--- config.mk ---
export PLATFORM = sky130hd
export DESIGN_NAME = d_latch
export DESIGN_NICKNAME = d
export VERILOG_FILES = /design/src/rtl/d_latch.sv
export SDC_FILE = /design/constraint.sdc
export NUM_CORES = 1
export LEC_CHECK = 0
export CORE_AREA = 5 5 42 44
export CTS_CLUSTER_SIZE = 10
export DETAILED_ROUTE_END_ITERATION = 8
export DIE_AREA = 0 0 47 49
export RECOVER_POWER = 50
export SETUP_SLACK_MARGIN = 0.3
export SYNTH_ARGS = -nofsm -noshare
export SYNTH_HDL_FRONTEND = slang
export SYNTH_SLANG_ARGS = --single-unit
export TNS_END_PERCENT = 30
--- constraint.sdc ---
create_clock -name clk -period 0.8 [get_ports clk]
set_input_delay 0.16 -clock clk [delete_from_list [all_inputs] [get_ports clk]]
set_output_delay 0.16 -clock clk [all_outputs]
set_load 0.02 [all_outputs]
--- src/rtl/d_latch.sv ---
// d_latch: gated D latch built from a clocked hold register and a transparent output mux
module d_latch #(
  parameter int               WIDTH   = 1,
  parameter logic [WIDTH-1:0] RST_VAL = '0
) (
  input  logic             clk,
  input  logic             rst_n,
  input  logic [WIDTH-1:0] d,
  input  logic             e,
  output logic [WIDTH-1:0] q,
  output logic [WIDTH-1:0] q_bar,
  output logic             q_valid,
  output logic             closed
);
  logic [WIDTH-1:0] hold_d, hold_q;
  logic             valid_d, valid_q, e_d, e_q;
  always_comb begin
    hold_d  = e ? d : hold_q;
    valid_d = e | valid_q;
    e_d     = e;
    q       = e ? d : hold_q;
    q_bar   = ~q;
    q_valid = valid_q;
    closed  = rst_n & e_q & ~e;
  end
  always_ff @(posedge clk) begin
    if (!rst_n) begin
      hold_q  <= RST_VAL;
      valid_q <= 1'b0;
      e_q     <= 1'b0;
    end else begin
      hold_q  <= hold_d;
      valid_q <= valid_d;
      e_q     <= e_d;
    end
  end
endmodule

==> results of run 1 <==
==> state kept, by name (all words and copies together), names as in the netlist <==
name	cells
q_valid	1
hold_q	1
e_q	1
==> worst reg2reg max path, delay by kind of cell, from the launching register on <==
family                 cells  cell delay, ns
AND/OR/NAND/NOR            1            0.03
flip-flops                 1            0.31
multiplexers               1            0.17
buffers and inverters      1            0.14
==> kinds of logic after synthesis <==
group | Yosys count
AOI/OAI and AO/OA | 1
DFF | 3
and+or+nand+nor | 4
buffers and inverters | 1
muxes | 1
==> metal layers <==
metal  wire length, um  global-route usage [%]  up-vias
met1                88                   2.632       53
met5                 0                       0        -
li1                  -                       -       60
met3                30                   2.214        2
met2               149                   4.751        6
met4                17                   5.530        0
==> layout make-up <==
type | count | area share [%]
Timing Repair Buffer | 10 | 35.47
Sequential cell | 3 | 24.63
Multi-Input combinational cell | 6 | 20.20
Clock buffer | 4 | 10.34
Tap cell | 16 | 7.882
Inverter | 1 | 1.478
==> power breakdown <==
group / leakage, nW / switching, W / internal [W] / total, W
clock: 0.0150 / 0.0000741 / 0.000187 / 0.000261
combinational: 0.0723 / 0.0000404 / 0.0000545 / 0.0000949
sequential: 0.0255 / 0.00000472 / 0.000161 / 0.000166
total: 0.113 / 0.000119 / 0.000402 / 0.000522
==> synth_stat cells <==
master	count	area [um2]
nor2b_1	1	6.260
inv_1	1	3.750
and2_2	1	7.510
nand2_1	1	3.750
nor2_1	1	3.750
mux2i_1	1	10.01
dfxtp_1	3	60.06
o21a_1	1	7.510
==> metrics by stage <==
step / total power (W) / TNS (ns) / cells
CTS: 0.0005317 / -0.7433 / 39
finish: 0.0005215 / -0.6772 / 40
floorplan: 0.0002038 / -0.02242 / 10
global route: 0.0005548 / -0.8178 / 40
global placement: 0.0002599 / -4.060 / 35
detailed placement: 0.0002604 / -4.069 / 35
==> final timing paths <==
check             depth (start not counted)  slack (ns)      end     from
hold / removal                            3        0.36  q_valid    rst_n
setup reg to reg                          3        0.04   hold_q   hold_q
hold reg to reg                           1        0.46  q_valid  q_valid
setup / recovery                          3       -0.25        q   hold_q
==> placed cells by master, fill, tap and decap left out <==
| master | instances |
|---|---|
| buf_4 | 5 |
| clkbuf_4 | 3 |
| dfxtp_2 | 2 |
| buf_6 | 2 |
| mux2i_4 | 1 |
| nand2_1 | 1 |
| nor2_1 | 1 |
| inv_2 | 1 |
| nor2b_1 | 1 |
| o21a_1 | 1 |
| and2_2 | 1 |
| clkbuf_1 | 1 |
| dfxtp_1 | 1 |
| dlygate4sd2_1 | 1 |
| clkdlybuf4s15_2 | 1 |
| clkdlybuf4s15_1 | 1 |
==> repair_timing <==
item,in CTS,in global routing
buffers inserted,0,1
setup endpoints to repair,7,7
resized for setup,29,1
pin swaps,1,1
==> impl_metrics.yaml, run 1 <==
clock_tree:
  clk_pin_slew_ns: 0.04
  clockBufferDepth: 2
  clock_latency_ns: 0.23
  tritoncts: "built"
  clock_tree.root_cell: "clkbuf_4"
  htreeDepth: 1
  cts_buffers: 3
  hold_buffers: 0
  cts.sinks: 3
power:
  power_density_nw_per_um2: 2053
  ir_drop_uv: 759.8
  p_leak_nw: 0.1128
synthesis:
  ys_ff_latch: 3
  synth_fa_ha_area_share_pct: 0
  synth_xor_xnor_area_share_pct: 0
  syn_nets: 14
  synth_compound_area_share_pct: 7.317
  synth_top_family_by_area: "simple AND/OR/NAND/NOR gates"
  ys_warn_count: 0
  synth_cell_types: 8
  synthCells: 10
  synth-simple-area-share_pct: 20.73
  syn_area_um2: 102.6
  synth_area_per_cell_um2: 10.26
  yosysSeqAreaShare_pct: 58.54
  synthMuxAreaShare_pct: 9.756
timing:
  finalCriticalPeriod_ns: 1.049
  worst_pin_slew_ns: 0.1748
  setup_viol_count_final: 4
  slew_viol_final: 0
  fmax_ghz: 0.9531
  finClkSkew_ns: 0
  rsz0062_at_grt: "yes"
  setup_ws_ns: -0.2492
  finalCritPeriodShare_pct: 131.2
  hold_ws_ns: 0.3586
  finalHoldViolations: 0
  slew_headroom_pct: 88.10
layout:
  area_delta_synth_final_pct: 147.6
  final_util_pct: 18.13
  fin_area_um2: 254.0
  antennaDiodeCount: 0
  fillCellCount: 170
  multiInputGateArea_um2: 51.30
  regArea_um2: 62.56
  fin_nets: 29
  drive_gt1_share_pct: 66.67
route:
  dr.first_iter.drc_count: 0
  first_pass_iters: 1
  vias_per_cell: 3.025
  drt-total-wl_um: 286
  avgRoutedWirePerCell_um: 7.150
  vias: 121
  ant_nets: 0
  drc_errors: 0
setup_path:
  cp_slowest_stage_delay_ns: 0.31
  cp_top_family: "flip-flops"
  critPathCaptureType: "output port"
  worstSetupStartpointType: "flip-flop"
  worstPathRequired_ns: 0.64
  crit_path_top_delay_cell: "dfxtp_2"
  cp_data_arrival_time_ns: 0.89
  cp_max_fo: 3
  critPathBufInv: 2
  path_cells: "mux2i_4 -> inv_2 -> buf_6"
  worstSetupPathType: "reg2out"
worst_hold_path:
  hold_class: "in2reg"
place:
  post-place-ws_ns: -0.9883
  io_buffers: 7
  gp_congestion: 0.5365
  place_area_um2: 220.2
  place_hpwl_um: 219
global_routing:
  grt_use_total_pct: 3.589
  grt_max_degree: 4
  overflow: 0
  grt_pass1_vias: 131
  grt_pass1_wl_um: 503
  antenna_found_initial: 0
outcome:
  failed_checks: "negative setup slack"
  status: "complete, but fails checks"
job:
  max_cap_viol_count: 0
floorplanning:
  row_count: 14
  pin_count: 8
  die_h_um: 49
  coreArea_um2: 1401
  die_x_um: 47
  initial_core_util_pct: 7.321
  dieArea_um2: 2303
Note: power is estimated with default switching activity, not from simulation.
==> run 2, diff against run 1 <==
SETUP_SLACK_MARGIN = 0.02   (was 0.3)
==> run 2 against run 1 <==
  * The flow still finishes with violations (negative setup slack)
  * Clock power hardly changed
  * Sequential power hardly changed
  * Combinational power is 7.7% lower
  * Critical path type unchanged
  * Largest power group unchanged
==> impl_metrics.yaml, run 2 (synthesized netlist as in run 1, its figures left out) <==
clock_tree:
  cts.sinks: 3
  hold_buffers: 0
  clock_tree.root_cell: "clkbuf_4"
  cts_buffers: 3
  tritoncts: "built"
  htreeDepth: 1
  clk_pin_slew_ns: 0.04
  clockBufferDepth: 2
  post_cts_buffers: 0
  clock_latency_ns: 0.23
setup_path:
  crit_path_top_delay_cell: "dfxtp_2"
  critPathBufInv: 2
  r2r_end: "hold_q"
  ff2ff_setup_slack_ns: 0.14
  cp_max_fo: 3
  worstSetupPathType: "reg2out"
  r2r-start: "hold_q"
  reg2regPathDepth: 2
  cp_top_family: "flip-flops"
  startpoint: "hold_q"
  worstPathRequired_ns: 0.64
  path_cells: "mux2i_4 -> inv_2 -> buf_6"
  critPathCaptureType: "output port"
  cp.depth: 3
  critical_path.endpoint: "q"
  cp_data_arrival_time_ns: 0.88
  worstSetupStartpointType: "flip-flop"
  cp_slowest_stage_delay_ns: 0.31
global_routing:
  antenna_found_initial: 0
  grt_use_total_pct: 3.589
  grt_max_degree: 4
  grt_pass1_wl_um: 503
  grt_pass1_vias: 131
  overflow: 0
timing:
  fmax_ghz: 0.9609
  rsz0062_at_grt: "yes"
  finalHoldViolations: 0
  slew_viol_final: 0
  finalCriticalPeriod_ns: 1.041
  worst_pin_slew_ns: 0.1660
  finalCritPeriodShare_pct: 130.1
  finClkSkew_ns: 0
  slew_headroom_pct: 88.70
  setup_ws_ns: -0.2407
  setup_viol_count_final: 4
outcome:
  failed_checks: "negative setup slack"
  status: "complete, but fails checks"
layout:
  layout_commonest_cell: "buf_4"
  antennaDiodeCount: 0
  fin_nets: 28
  drive_gt1_share_pct: 60.87
  area_delta_synth_final_pct: 137.8
  final_util_pct: 17.41
  final_cell_mix: "buf_4, clkbuf_4, dfxtp_2, dlygate4sd2_1, buf_6"
power:
  seq_power_share_pct: 32.3
  p_switching_w: 0.0001173
  comb_power_share_pct: 17.0
  p_leak_nw: 0.1082
  swShare_pct: 22.82
  power_density_nw_per_um2: 2107
  clkPwrFrac_pct: 50.7
  ir_drop_uv: 758.7
  p_total_w: 0.0005140
  intPower_w: 0.0003967
worst_hold_path:
  hold_class: "in2reg"
floorplanning:
  die_h_um: 49
  coreArea_um2: 1401
  dieArea_um2: 2303
  row_count: 14
  pin_count: 8
  initial_core_util_pct: 7.321
  die_x_um: 47
route:
  vias: 117
  vias_per_cell: 3.000
  avgRoutedWirePerCell_um: 6.923
  ant_nets: 0
  dr.first_iter.drc_count: 0
  first_pass_iters: 1
  drc_errors: 0
  drt-total-wl_um: 270
place:
  post-place-ws_ns: -0.9883
  io_buffers: 7
  place_hpwl_um: 219
  gp_congestion: 0.5365
job:
  max_cap_viol_count: 0
[run 2: cell types whose count changed in the layout (fill, tap and decap cells not counted)]
cell,change
clkdlybuf4s15_2,-1
buf_4,-1
dlygate4sd2_1,+1
[run 2: metal layers]
metal / track usage [%] / share of wire (%) / up-vias
met1: 2.632 / 31 / 52
li1: - / - / 57
met2: 4.751 / 52 / 6
met3: 2.214 / 9.3 / 2
met4: 5.530 / 6.3 / 0
met5: 0 / 0 / -
[run 2: area by class of cell]
| type | instances | area [um2] |
|---|---|---|
| Multi-Input combinational cell | 6 | 51.30 |
| Fill cell | 174 | 1157 |
| Inverter | 1 | 3.754 |
| Timing Repair Buffer | 9 | 80.08 |
| Clock buffer | 4 | 26.28 |
| Tap cell | 16 | 20.02 |
| Sequential cell | 3 | 62.56 |
[run 2: worst min-delay path by stage]
stage                 start       to  depth (start not counted)
global route          rst_n  q_valid                          3
CTS                   rst_n  q_valid                          3
floorplan                 e  q_valid                          1
detailed placement  q_valid  q_valid                          1
global placement    q_valid  q_valid                          1
finish                    d   hold_q                          3
[run 2: power groups by stage]
stage,Clock (W),Sequential [W],Combinational [W]
finish,0.000260,0.000166,0.0000876
global route,0.000287,0.000167,0.0000943
CTS,0.000275,0.000165,0.0000901
detailed placement,0,0.000166,0.0000942
global placement,0,0.000166,0.0000936
floorplan,0,0.000171,0.0000333
[run 2: timing repair]
| item | in CTS | in global routing |
|---|---|---|
| pin swaps | 1 | 0 |
| resized for setup | 27 | 1 |
| setup endpoints to repair | 7 | 4 |
[run 2: tightest hold or removal path, delay by kind of cell]
kind / cells / cell delay, ns
buffers and inverters: 1 / 0.24
multiplexers: 1 / 0.09
AND/OR/NAND/NOR: 1 / 0.10
[run 2: metrics by stage]
| step | hold WS [ns] | std cells | cell area [um2] | TNS [ns] |
|---|---|---|---|---|
| finish | 0.3904 | 39 | 244.0 | -0.6746 |
| global route | 0.4163 | 39 | 244.0 | -0.8468 |
| CTS | 0.3908 | 39 | 242.7 | -0.7435 |
| detailed placement | 0.4582 | 35 | 220.2 | -4.069 |
| global placement | 0.4569 | 35 | 220.2 | -4.060 |
| floorplan | 0.2702 | 10 | 115.1 | -0.02242 |
